--- src/rtl/dshim_pkg.sv ---
// Shared types and helpers for the byte-serial data-memory shim.
// Helpers work on a fixed maximum width; callers cast to their own word width.
package dshim_pkg;

  localparam int unsigned MAX_BYTES = 32;
  localparam int unsigned MAX_W     = 8 * MAX_BYTES;

  typedef enum logic [1:0] {
    IDLE = 2'd0,
    XFER = 2'd1,
    DONE = 2'd2
  } state_t;

  // Word lane that RAM byte slot i maps onto.
  function automatic int unsigned lane_sel(input int unsigned i,
                                           input int unsigned size,
                                           input logic        big_endian);
    return big_endian ? (size - i) : i;
  endfunction

  // Zero- or sign-fill every byte above the accessed field (size+1 bytes).
  function automatic logic [MAX_W-1:0] extend(input logic [MAX_W-1:0] word,
                                              input int unsigned      size,
                                              input logic             signext);
    logic [MAX_W-1:0] res;
    logic             fill;
    res  = word;
    fill = signext & word[8*size+7];
    for (int unsigned b = 0; b < MAX_BYTES; b++) begin
      if (b > size) res[8*b +: 8] = {8{fill}};
    end
    return res;
  endfunction

endpackage

--- src/rtl/dshim_slot_timer.sv ---
// Paces each RAM byte slot: slot_last marks the final of RAM_LAT+1 cycles.
module dshim_slot_timer #(
  parameter int unsigned RAM_LAT = 1
) (
  input  logic clk,
  input  logic reset,
  input  logic reload,
  output logic slot_last
);

  localparam int unsigned CW = 4;

  logic [CW-1:0] cnt;

  always_ff @(posedge clk or posedge reset) begin
    if (reset)       cnt <= '0;
    else if (reload) cnt <= '0;
    else             cnt <= cnt + CW'(1);
  end

  assign slot_last = (cnt == CW'(RAM_LAT));

endmodule

--- src/rtl/dshim_param.sv ---
// Word-to-byte data-memory shim: serialises one CPU word access into byte
// slots on the shared RAM port and returns the assembled word with a done pulse.
module dshim_param
  import dshim_pkg::*;
#(
  parameter int unsigned WORD_BYTES = 4,
  parameter int unsigned ADDR_W     = 32,
  parameter int unsigned RAM_LAT    = 1,
  parameter int unsigned BIG_ENDIAN = 0
) (
  input  logic                           clk,
  input  logic                           reset,
  input  logic                           req,
  input  logic                           DMemWrite,
  input  logic [ADDR_W-1:0]              addr,
  input  logic [$clog2(WORD_BYTES)-1:0]  size,
  input  logic                           signext,
  input  logic [8*WORD_BYTES-1:0]        data_in,
  input  logic [7:0]                     data_from_RAM,
  output logic                           RAMuse,
  output logic [ADDR_W-1:0]              RAMaddr,
  output logic [7:0]                     data_to_RAM,
  output logic                           RAMwrite,
  output logic                           RAMread,
  output logic                           done,
  output logic                           busy,
  output logic [8*WORD_BYTES-1:0]        data_out
);

  localparam int unsigned DW   = 8 * WORD_BYTES;
  localparam int unsigned SW   = $clog2(WORD_BYTES);
  localparam logic        BE_C = (BIG_ENDIAN != 0);

  state_t            state;
  logic              wr_l;
  logic              sx_l;
  logic [SW-1:0]     size_l;
  logic [DW-1:0]     data_l;
  logic [DW-1:0]     asm_q;
  logic [SW-1:0]     idx;

  logic [SW-1:0]     lane0;
  logic [SW-1:0]     lane_cur;
  logic [SW-1:0]     lane_nxt;
  logic [DW-1:0]     asm_next;
  logic              slot_last;
  logic              reload;

  // Lane steering and the read word with the current slot's byte merged in.
  always_comb begin
    lane0    = SW'(lane_sel(32'd0, 32'(size), BE_C));
    lane_cur = SW'(lane_sel(32'(idx), 32'(size_l), BE_C));
    lane_nxt = SW'(lane_sel(32'(idx) + 32'd1, 32'(size_l), BE_C));
    asm_next = asm_q;
    asm_next[8*lane_cur +: 8] = data_from_RAM;
  end

  assign reload = (state != XFER) || slot_last;

  dshim_slot_timer #(
    .RAM_LAT (RAM_LAT)
  ) u_slot_timer (
    .clk       (clk),
    .reset     (reset),
    .reload    (reload),
    .slot_last (slot_last)
  );

  always_ff @(posedge clk or posedge reset) begin
    if (reset) begin
      state       <= IDLE;
      wr_l        <= 1'b0;
      sx_l        <= 1'b0;
      size_l      <= '0;
      data_l      <= '0;
      asm_q       <= '0;
      idx         <= '0;
      RAMuse      <= 1'b0;
      RAMaddr     <= '0;
      data_to_RAM <= '0;
      RAMwrite    <= 1'b0;
      RAMread     <= 1'b0;
      done        <= 1'b0;
      busy        <= 1'b0;
      data_out    <= '0;
    end else begin
      case (state)
        IDLE: begin
          if (req) begin
            wr_l        <= DMemWrite;
            sx_l        <= signext;
            size_l      <= size;
            data_l      <= data_in;
            asm_q       <= '0;
            idx         <= '0;
            state       <= XFER;
            busy        <= 1'b1;
            RAMuse      <= 1'b1;
            RAMaddr     <= addr;
            RAMread     <= ~DMemWrite;
            RAMwrite    <= DMemWrite;
            data_to_RAM <= DMemWrite ? data_in[8*lane0 +: 8] : 8'h00;
          end
        end
        XFER: begin
          if (slot_last) begin
            if (!wr_l) asm_q <= asm_next;
            if (idx == size_l) begin
              // Last slot: release the RAM port and publish the read word.
              state       <= DONE;
              done        <= 1'b1;
              RAMuse      <= 1'b0;
              RAMread     <= 1'b0;
              RAMwrite    <= 1'b0;
              RAMaddr     <= '0;
              data_to_RAM <= '0;
              if (!wr_l) data_out <= DW'(extend(MAX_W'(asm_next), 32'(size_l), sx_l));
            end else begin
              idx         <= idx + SW'(1);
              RAMaddr     <= RAMaddr + ADDR_W'(1);
              data_to_RAM <= wr_l ? data_l[8*lane_nxt +: 8] : 8'h00;
            end
          end
        end
        DONE: begin
          state <= IDLE;
          done  <= 1'b0;
          busy  <= 1'b0;
        end
        default: state <= IDLE;
      endcase
    end
  end

endmodule

--- config.mk ---
export PLATFORM = sky130hd
export DESIGN_NAME = dshim_param
export DESIGN_NICKNAME = d
export VERILOG_FILES = /design/src/rtl/dshim_pkg.sv /design/src/rtl/dshim_slot_timer.sv /design/src/rtl/dshim_param.sv
export SDC_FILE = /design/constraint.sdc
export NUM_CORES = 1
export LEC_CHECK = 0
export BUFFER_PORTS_ARGS = -buffer_cell sky130_fd_sc_hd__clkbuf_2
export CAP_MARGIN = 20
export CORE_UTILIZATION = 40
export DETAILED_ROUTE_END_ITERATION = 10
export PLACE_DENSITY = 0.7
export SYNTH_ARGS = -nofsm -noshare
export SYNTH_HDL_FRONTEND = slang
export SYNTH_HIERARCHICAL = 1
export SYNTH_SLANG_ARGS = --single-unit
--- constraint.sdc ---
create_clock -name clk -period 6.4 [get_ports clk]
set_input_delay 1.28 -clock clk [delete_from_list [all_inputs] [get_ports clk]]
set_output_delay 1.28 -clock clk [all_outputs]
set_load 0.1 [all_outputs]
### Word-level counts from Yosys, hierarchy flattened

Index checks and enable logic that the tools add are counted.

* register bits: 153
* bits of input ports: 79
* output and inout port bits: 77
* word-level logic and storage cells: 97

* add/subtract/negate cells: 6
* magnitude comparators: 4
* equal/unequal tests: 10
* shift-type cells: 3
* muxes and demuxes: 41
* bitwise operators: 3
* reduce and logical (&&, ||, !) cells: 14

Operators by type and width (number)
* 2-to-1 mux 32 bit: 6
* case mux 32 bit (2 select lines): 2
* 2-to-1 mux 8 bit: 8
* negator 5 -> 34 bit: 1
* variable shift 8 x 34 -> 32 bit (first input constant): 1
* indexed part select 8 x 34 -> 32 bit: 1
* adder 32 x 1 -> 32 bit (second input constant): 1
* bitwise mux 32 bit: 1
* indexed part select 32 x 6 -> 8 bit: 1
* case mux 8 bit (2 select lines): 1
* AND reduction 4 bit: 4
* 2-to-1 mux 2 bit: 6
* != test 2 bit (second input constant): 5
* case mux 1 bit (2 select lines): 5
* < comparator 6 x 9 -> 1 bit (second input constant): 1
* AND reduction 3 bit: 3
* binary-select mux 1 bit (select 8 bit): 1
* 2-to-1 mux 1 bit: 8
* case mux 2 bit (2 select lines): 2
* adder 5 x 3 -> 6 bit (second input constant): 1
* nonzero test 2 bit: 3
* adder 2 x 1 -> 2 bit (second input constant): 2
* adder 4 x 1 -> 4 bit (second input constant): 1
* == test 4 x 1 -> 1 bit (second input constant): 1
* other kinds (12): 15

### Depth between registers and ports, before layout

Gate-level depths: netlist of run 1.

* word-level depth: 7
* gate-level depth with buffers: 11
* mapped depth without buffers: 8

### Cells and area by module

The synthesis of run 1 kept the hierarchy.

Modules (own cells, without submodules)
* dshim_param: instances 1, cells an instance 736, area each 7429.6 um^2, seq. area each 3728.6 um^2
* dshim_slot_timer: instances 1, cells an instance 17, area each 195.2 um^2, seq. area each 100.1 um^2

### Worst setup path before layout of run 1

Ideal clock, no wire load.

* path type: flip-flop to flip-flop
* from: reg RAMaddr[12]
* to: reg RAMaddr[31]
* setup time: 123 ps
* arrival: 2430 ps
* required time: 6277 ps
* slack: 3847 ps
* cell stages (with the launch flop): 6
* buffers on the path: 0
* clock period less this slack: 2553 ps
* cells stage by stage: dfrtp_1 nand4_2 or4_4 nor4_2 o21ai_0 a22o_1

* longest elaborated chain between the ends: 4

RTL lines
* start, declared: line dshim_param.sv:21 `output logic [ADDR_W-1:0] RAMaddr,`
* start signal, assigned: line dshim_param.sv:99 `RAMaddr <= addr;`
* start signal, assigned: line dshim_param.sv:120 `RAMaddr <= RAMaddr + ADDR_W'(1);`
* adder 32 x 1 -> 32 bit: line dshim_param.sv:120
* 2-to-1 mux 32 bit: line dshim_param.sv:108 `if (idx == size_l) begin`
* 2-to-1 mux 32 bit: line dshim_param.sv:106 `if (slot_last) begin`
* case mux 32 bit (2 select lines): line dshim_param.sv:87 `case (state)`

No other way between the ends. The select of a mux whose other input is x is not followed.
A chain may end at the register's enable or synchronous reset.

### Worst setup path in the final report of run 1

* from: reg idx[0]
* to: reg data_out[31]

* longest elaborated chain between the ends: 7
* elaborated cells between the ends (all ways): 10
* those cells by class: 1 x add/sub; 1 x eq/ne; 2 x shift; 4 x mux; 1 x bitwise; 1 x reduce/logical

RTL lines
* start, declared: line dshim_param.sv:40 `logic [SW-1:0] idx;`
* start signal, assigned: line dshim_param.sv:119 `idx <= idx + SW'(1);`
* negator 5 -> 34 bit: line dshim_param.sv:55 `asm_next[8*lane_cur +: 8] = data_from_RAM;`
* indexed part select 8 x 34 -> 32 bit or variable shift 8 x 34 -> 32 bit (tied branches): line dshim_param.sv:55
* bitwise mux 32 bit: line dshim_param.sv:55
* binary-select mux 1 bit (select 8 bit): line dshim_pkg.sv:28 `fill = signext & word[8*size+7];`
* 2-to-1 mux 1 bit (not written as such): line dshim_pkg.sv:28
* bitwise AND 1 bit: line dshim_pkg.sv:28
* 2-to-1 mux 8 bit: line dshim_pkg.sv:30 `if (b > size) res[8*b +: 8] = {8{fill}};`
* end signal, assigned: line dshim_param.sv:117 `if (!wr_l) data_out <= DW'(extend(MAX_W'(asm_next), 32'(size_l), sx_l));`
* end, declared: line dshim_param.sv:27 `output logic [8*WORD_BYTES-1:0] data_out`

Several ways; a longest one is shown, not always the timed one. The select of a mux whose other input is x is not followed.

==> flow_metrics.env, run 1 <==
export IMPL_status="finished, final reports clean"
export IMPL_finalSetupViolations=0
export IMPL_numClockSinks=153
export IMPL_cp_required_ps=6730
export IMPL_synth_ff_type="dfrtp_1"
export IMPL_async_reset_ff_share_pct=100
export IMPL_hold_path_class="reg -> reg"
export IMPL_met1_length_mm=9.53
export IMPL_wl_per_cell_um=17.5
export IMPL_start_util_pct=40.8
export IMPL_clk_latency_ps=420
export IMPL_grt_max_degree=97
export IMPL_avgSynthCellArea_sq_um=10.1
export IMPL_fp_dieW_um=140
export IMPL_ys_warn_count=6
export IMPL_hpwl_mm=13.4
export IMPL_ctsHoldBuffers=0
export IMPL_ant_nets=0
export IMPL_grtUsageTotal_pct=20.8
export IMPL_drv_cap=0
export IMPL_rows=50
export IMPL_htreeDepth=4
export IMPL_hold_path_cell_count=2
export IMPL_clock_root_buffer="clkbuf_16"
export IMPL_dr_max_layer_used="met4"
export IMPL_numPortBuffers=155
export IMPL_drive_gt1_share_pct=28.2
export IMPL_start_kind="flip-flop"
export IMPL_tightest_slew_ps=1010
export IMPL_synth_edff_count=0
export IMPL_ys_ff_latch=153
export IMPL_synth_nets=840
export IMPL_syn_area_sq_um=7620
export IMPL_gp_congestion=0.808
export IMPL_met3_length_um=879
export IMPL_min_period_ps=3630
export IMPL_min_to="asm_q[13]"
export IMPL_setup_tns_final_ps=0
export IMPL_fin_crit_sh_pct=56.7
export IMPL_n_antenna_cell=0
export IMPL_clockBufferDepth=2
export IMPL_first_pass_iters=5
export IMPL_reg2reg_to="data_out[31]"
export IMPL_drt_total_wl_mm=19.8
export IMPL_fmax_mhz=275
export IMPL_first_global_vias=6102
export IMPL_cts_setup_buffers=0
export IMPL_regToRegSetupSlack_ps=2770
export IMPL_seq_area_sq_um=3830
export IMPL_crit_path_max_fanout=19
export IMPL_area_delta_synth_final_pct=19.4
export IMPL_skew_ps=7.36
export IMPL_hp_start="asm_q[13]"
export IMPL_coreArea_sq_um=18700
export IMPL_dieArea_sq_um=19600
export IMPL_vias_per_cell=5.63
export IMPL_drt_iter0_drc=486
export IMPL_critPathArrivalTime_ps=3960
export IMPL_die_h_um=140
export IMPL_slew_headroom_pct=32.3
export IMPL_antenna_found_initial=0
export IMPL_nFillCells=1745
export IMPL_drc_errors=0
export IMPL_vias=6369
export IMPL_r2r_start="idx[0]"
export IMPL_multi_input_area_sq_um=3510
export IMPL_syn_inst=753
export IMPL_crit_type="reg -> reg"
export IMPL_cts_resized_gates=0
export IMPL_grt_first_pass_wirelength_mm=32.2
export IMPL_critPathCaptureType="flip-flop"
export IMPL_cts_buffers=17
export IMPL_slew_violations=0
export IMPL_pin_count=156
export IMPL_met2_length_mm=9.01
export IMPL_nets=974
export IMPL_cts_tree="built"
export IMPL_hold_viol_final=0
export IMPL_r2r_cells=7
export IMPL_grt_overflow=0
export IMPL_grt_setup_unrepaired="false"
export IMPL_clkSlewWorstSetupHoldPaths_ps=60
export IMPL_yosysSeqAreaShare_pct=50.2
export IMPL_synth_cell_types=64
stage by stage:
step / std cells / area (sq um) / worst slack, ps / hold WS (ps) / utilization [%]
floorplan: 753 / 7620 / 1110 / 442 / -
global placement: 1101 / 8560 / 2940 / 454 / 45.7
detailed placement: 1101 / 8560 / 2850 / 464 / 45.7
CTS: 1131 / 9090 / 2770 / 477 / 48.6
global route: 1132 / 9100 / 2390 / 498 / 48.7
finish: 1132 / 9100 / 2770 / 475 / 48.7
critical path, stage by stage, from the launching register on:
cell and delay (ps):
dfrtp_1 920, inv_1 270, ha_1 870, nor2b_1 540, a41oi_1 250, nor2_1 140
o211ai_1 290, a31oi_1 260
metal layers:
layer / global-route usage (%) / vias up
met5: 0 / -
met4: 7.00 / 0
met3: 4.24 / 27
met2: 31.8 / 176
met1: 29.4 / 3138
li1: - / 3028
synthesized netlist by cell type, drive strengths merged, types with 8 or more instances:
cell type  instances  share of area (%)
o21ai             69                4.5
nor2b             19                1.6
mux4               8                2.4
o211ai            10               0.98
nor3              10               0.72
a22o              32                3.7
a32oi             13                1.5
clkbuf            23                1.1
inv               26                1.3
nand2             79                3.9
buf               23                1.5
mux2              37                5.5
a41oi              8               0.92
nor2              57                2.9
ha                 8                1.3
nand3             23                1.6
a221oi             8               0.92
a21oi             46                3.2
nand4              9               0.90
dfrtp            153                 50
nor4               9                1.2
o21a               9               0.89
sequential cells by signal, indices dropped and copies added (netlist names), 2 cells and up:
signal and flops:
RAMaddr 32, size_l 2, state 2, data_l 32
data_to_RAM 8, asm_q 32, u_slot_timer/cnt 4, data_out 32
idx 2
cells by family after synthesis:
| kind of cell | Yosys count | share of synthesized area, % |
|---|---|---|
| adder cells (fa/ha/maj) | 8 | 1.31 |
| XOR/XNOR | 5 | 0.574 |
| AND/OR/NAND/NOR | 233 | 15.2 |
| AO/OA/AOI/OAI | 233 | 20.5 |
| multiplexers | 47 | 8.14 |
| buffers and inverters | 74 | 4.04 |
| flip-flops | 153 | 50.2 |
cells in the final DEF (no fill, tap or decap), types with 9 or more instances in the layout:
master	Yosys	layout
dfrtp_1	153	153
nor2b_1	19	19
inv_1	24	23
nand2_1	79	79
a22o_1	32	32
mux2_2	36	36
nor3_1	9	9
nand3_1	22	22
a21oi_1	45	44
o21ai_0	57	57
o21a_1	9	9
clkbuf_2	0	155
clkbuf_16	0	17
o21ai_1	12	11
nor2_1	55	54
o211ai_1	10	10
a32oi_1	13	13
worst max-delay path by stage:
stage            from           end  slack [ps]  depth (start not counted)
2_1_floorplan   reset    RAMaddr[0]        1110                          1
3_3_place_gp   idx[0]   data_out[8]        2940                          7
3_5_place_dp   idx[0]  data_out[31]        2850                          7
4_1_cts        idx[0]  data_out[12]        2770                          7
5_1_grt        idx[0]  data_out[25]        2390                          7
6_report       idx[0]  data_out[31]        2770                          7
area by class of cell:
type / count / area share (%)
clock buffers: 22 / 4.99
clock inverters: 8 / 0.825
repair buffers: 161 / 9.10
inverters: 28 / 1.21
multi-input cells: 526 / 38.6
flip-flops and latches: 153 / 42.1
well taps: 234 / 3.22
Power of run 1 is left out: the tool's default activity adds up to more than one toggle a clock period on the data nets, which glitch-free logic cannot reach.
==> run 2, diff against run 1 <==
- ABC_AREA: unset -> 1
- clock period: 6.4 -> 3.4 ns (I/O delays scaled with it)
==> flow_metrics.env, run 2 <==
export IMPL_nets=1283
export IMPL_critPathArrivalTime_ps=2940
export IMPL_first_global_vias=7287
export IMPL_pin_count=156
export IMPL_synthTopCellsByArea="dfrtp_1, nand2_1, nor2_1, a21oi_1, inv_1"
export IMPL_slowest_delay_ps=620
export IMPL_vias_per_cell=5.15
export IMPL_start_util_pct=40.8
export IMPL_area_delta_synth_final_pct=20.2
export IMPL_avgSynthCellArea_sq_um=7.48
export IMPL_hold_viol_final=0
export IMPL_slew_headroom_pct=45.6
export IMPL_cts_setup_buffers=0
export IMPL_path_buf_inv=2
export IMPL_antenna_found_initial=0
export IMPL_wl_per_cell_um=15.1
export IMPL_cp_cell_sequence="inv_2 > nor2_4 > nand2_1 > nand3_2 > inv_2 > o21ai_0 > nand2_1 > o21ai_0"
export IMPL_syn_inst=1057
export IMPL_n_antenna_cell=0
export IMPL_skew_ps=12.8
export IMPL_finalSetupViolations=0
export IMPL_synth_common_cells="nand2_1, nor2_1, dfrtp_1"
export IMPL_hpwl_mm=15.7
export IMPL_path_delay_family="buffers and inverters"
export IMPL_clock_root_buffer="clkbuf_16"
export IMPL_yosysSeqAreaShare_pct=48.4
export IMPL_netlist_top_cell_by_area="dfrtp_1"
export IMPL_netlist_area_leader_share_pct=48.4
export IMPL_min_period_ps=2640
export IMPL_clockBufferDepth=2
export IMPL_drive_gt1_share_pct=18.0
export IMPL_vias=7595
export IMPL_cts_resized_gates=0
export IMPL_htreeDepth=4
export IMPL_ctsHoldBuffers=0
export IMPL_fin_crit_sh_pct=77.5
export IMPL_rows=51
export IMPL_ant_nets=0
export IMPL_synth_nets=1144
export IMPL_r2r_start="state[0]"
export IMPL_syn_area_sq_um=7910
export IMPL_layout_commonest_cell="nand2_1"
export IMPL_die_h_um=143
export IMPL_grt_setup_unrepaired="false"
export IMPL_async_reset_ff_share_pct=100
export IMPL_critPathCaptureType="flip-flop"
export IMPL_setup_tns_final_ps=0
export IMPL_drc_errors=0
export IMPL_clk_latency_ps=430
export IMPL_grtUsageTotal_pct=22.9
export IMPL_cts_tree="built"
export IMPL_synth_edff_count=0
export IMPL_ys_warn_count=6
export IMPL_first_pass_iters=7
export IMPL_cts_buffers=17
export IMPL_grt_first_pass_wirelength_mm=36.2
export IMPL_slew_violations=0
export IMPL_gp_congestion=0.882
export IMPL_dieArea_sq_um=20300
export IMPL_numClockSinks=153
export IMPL_coreArea_sq_um=19400
export IMPL_cp_required_ps=3700
export IMPL_grt_overflow=0
export IMPL_yosysMostFrequentCell="nand2_1"
export IMPL_ys_ff_latch=153
export IMPL_reg2reg_to="idx[1]"
export IMPL_cp_depth=8
export IMPL_worst_path_max_delay_cell="inv_2"
export IMPL_clkSlewWorstSetupHoldPaths_ps=60
export IMPL_mostFrequentLayoutCells="nand2_1, clkbuf_2, nor2_1, dfrtp_1, a21oi_1"
export IMPL_hold_path_class="in -> async"
export IMPL_grt_max_degree=46
export IMPL_r2r_cells=8
export IMPL_status="finished, final reports clean"
export IMPL_crit_type="reg -> reg"
export IMPL_synth_ff_type="dfrtp_1"
export IMPL_nFillCells=1943
export IMPL_regToRegSetupSlack_ps=760
export IMPL_start_kind="flip-flop"
export IMPL_tightest_slew_ps=814
export IMPL_crit_path_max_fanout=45
export IMPL_drv_cap=0
export IMPL_drt_total_wl_mm=22.3
export IMPL_fp_dieW_um=143
export IMPL_synth_cell_types=33
export IMPL_fmax_mhz=379
export IMPL_drt_iter0_drc=512
export IMPL_numPortBuffers=155
run 2: changes by cell type after synthesis, moves of 9 or more:
| cell | before | now |
|---|---|---|
| a32oi_1 | 13 | 1 |
| o21a_1 | 9 | 0 |
| nor2_1 | 55 | 154 |
| o22ai_1 | 7 | 50 |
| inv_1 | 24 | 103 |
| nor2b_1 | 19 | 0 |
| nand3_1 | 22 | 45 |
| mux2_2 | 36 | 0 |
| o21ai_1 | 12 | 3 |
| nand2_1 | 79 | 274 |
| a21oi_1 | 45 | 104 |
| a22o_1 | 32 | 0 |
run 2: worst max path at each step:
| stage | start | end | slack [ps] |
|---|---|---|---|
| detailed placement | state[0] | idx[1] | 790 |
| global placement | state[0] | idx[0] | 900 |
| floorplan | reset | RAMaddr[0] | 850 |
| finish | state[0] | idx[1] | 760 |
| CTS | state[0] | idx[1] | 740 |
| global route | state[0] | idx[1] | 540 |
run 2: kinds of logic after synthesis:
logic type	Yosys count	synth area share [%]
AND/OR/NAND/NOR	506	26.0
AO/OA/AOI/OAI	233	16.0
buffers and inverters	155	8.03
adder cells (fa/ha/maj)	8	1.27
XOR/XNOR	2	0.316
flip-flops	153	48.4
run 2: layer usage:
layer / GRT usage, % / routed length (um)
met5: 0 / 0
met4: 7.81 / 396
met1: 30.9 / 10200
met3: 5.37 / 1460
met2: 36.2 / 10200
run 2: area by class of cell:
cell class / instances / area (sq um) / area share, %
Inverter: 109 / 413 / 4.34
Multi-Input combinational cell: 749 / 3450 / 36.3
Clock buffer: 21 / 460 / 4.84
Tap cell: 265 / 332 / 3.49
Clock inverter: 11 / 145 / 1.53
Sequential cell: 153 / 3830 / 40.3
Timing Repair Buffer: 166 / 883 / 9.29
run 2: through the flow:
| stage | setup WS (ps) | area, sq um | std cells | hold slack (ps) | util, % |
|---|---|---|---|---|---|
| 2_1_floorplan | 845 | 7920 | 1057 | 444 | - |
| 3_3_place_gp | 904 | 8900 | 1442 | 458 | 45.9 |
| 3_5_place_dp | 793 | 8900 | 1442 | 460 | 45.9 |
| 4_1_cts | 740 | 9510 | 1474 | 131 | 49.0 |
| 5_1_grt | 545 | 9510 | 1474 | 143 | 49.0 |
| 6_report | 764 | 9510 | 1474 | 138 | 49.0 |
Power of run 2 is left out for the same reason.
==> run 3, diff against run 2 <==
- clock period: 3.4 -> 2.65 ns (I/O delays scaled with it)
==> flow_metrics.env, run 3 (synthesized netlist as in run 2, its figures left out) <==
export IMPL_wl_per_cell_um=14.8
export IMPL_skew_ps=22.0
export IMPL_min_period_ps=2280
export IMPL_grt_overflow=0
export IMPL_drt_iter0_drc=410
export IMPL_fmax_mhz=438
export IMPL_place_inst=1448
export IMPL_reg2reg_to="data_out[31]"
export IMPL_vias_per_cell=5.06
export IMPL_first_global_vias=7155
export IMPL_rows=51
export IMPL_htreeDepth=4
export IMPL_clockBufferDepth=2
export IMPL_regToRegSetupSlack_ps=370
export IMPL_numPortBuffers=155
export IMPL_finalSetupViolations=0
export IMPL_status="finished, final reports clean"
export IMPL_drive_gt1_share_pct=18.5
export IMPL_clkSlewWorstSetupHoldPaths_ps=70
export IMPL_crit_path_max_fanout=19
export IMPL_start_kind="flip-flop"
export IMPL_slew_violations=0
export IMPL_cts_tree="built"
export IMPL_post_dp_cell_area_sq_um=8960
export IMPL_mostFrequentLayoutCells="nand2_1, clkbuf_2, nor2_1, dfrtp_1, a21oi_1"
export IMPL_grt_max_degree=64
export IMPL_drv_cap=0
export IMPL_hold_viol_final=0
export IMPL_first_pass_iters=5
export IMPL_layout_commonest_cell="nand2_1"
export IMPL_numClockSinks=153
export IMPL_clock_root_buffer="clkbuf_16"
export IMPL_area_delta_synth_final_pct=21.2
export IMPL_antenna_found_initial=0
export IMPL_ctsHoldBuffers=0
export IMPL_r2r_start="idx[0]"
export IMPL_cp_required_ps=3030
export IMPL_hpwl_mm=15.7
export IMPL_pin_count=156
export IMPL_critPathArrivalTime_ps=2660
export IMPL_stdcell_count=1480
export IMPL_design_area_sq_um=9590
export IMPL_coreArea_sq_um=19400
export IMPL_dieArea_sq_um=20300
export IMPL_fp_dieW_um=143
export IMPL_drt_total_wl_mm=21.9
export IMPL_slew_headroom_pct=45.1
export IMPL_cts_setup_buffers=0
export IMPL_cts_buffers=17
export IMPL_crit_type="reg -> reg"
export IMPL_vias=7495
export IMPL_critPathCaptureType="flip-flop"
export IMPL_drc_errors=0
export IMPL_grtUsageTotal_pct=22.5
export IMPL_setup_tns_final_ps=0
export IMPL_die_h_um=143
export IMPL_cts_resized_gates=0
export IMPL_n_antenna_cell=0
export IMPL_nets=1289
export IMPL_ant_nets=0
export IMPL_tightest_slew_ps=822
export IMPL_grt_setup_unrepaired="false"
export IMPL_start_util_pct=40.8
export IMPL_gp_congestion=0.917
export IMPL_hold_path_class="in -> async"
export IMPL_clk_latency_ps=440
export IMPL_fin_crit_sh_pct=86.2
export IMPL_grt_first_pass_wirelength_mm=35.7
export IMPL_r2r_cells=11
## run 3: layout make-up
class | count | area, sq um
fill | 1979 | 9810
inverter | 109 | 413
sequential | 153 | 3830
clock inverter | 10 | 140
clock buffer | 22 | 484
timing repair buffer | 172 | 941
tap | 265 | 332
multi-input combinational | 749 | 3450
## run 3: worst max-delay path, cell delays in order, from the launching register on
cell and delay, ps:
dfrtp_1 400, inv_2 260, ha_1 370, nor2_2 140, nand3_1 100, nand3_1 100, nand2_1 50, nor2_1 180
nand3_1 350, nand2_1 160, nand2_1 60, nand2_1 60
## run 3: per-stage QoR
| step | hold slack (ps) | worst slack (ps) | utilization (%) |
|---|---|---|---|
| global placement | 457 | 481 | 46.2 |
| finish | 18.6 | 366 | 49.4 |
| CTS | 20.5 | 393 | 49.4 |
| detailed placement | 461 | 418 | 46.2 |
| global route | 31.2 | 93.3 | 49.4 |
| floorplan | 296 | 245 | - |
## run 3: worst max-delay path by stage
stage / from / end / slack [ps]
global placement: u_slot_timer/cnt[1] / asm_q[24] / 480
CTS: idx[0] / data_out[26] / 390
finish: idx[0] / data_out[31] / 370
floorplan: reset / RAMaddr[0] / 250
global route: u_slot_timer/cnt[1] / asm_q[4] / 90
detailed placement: u_slot_timer/cnt[1] / asm_q[5] / 420
## run 3: routing by layer
layer  share of wire [%]  routed length, um  track usage [%]  vias up
met2                  46               9990             35.3      229
met4                 2.4                516             8.89        0
met5                   0                  0                0        -
li1                    -                  -                -     3720
met1                  47              10200             30.8     3506
met3                 5.2               1150             3.99       40
Power of run 3 is left out for the same reason.
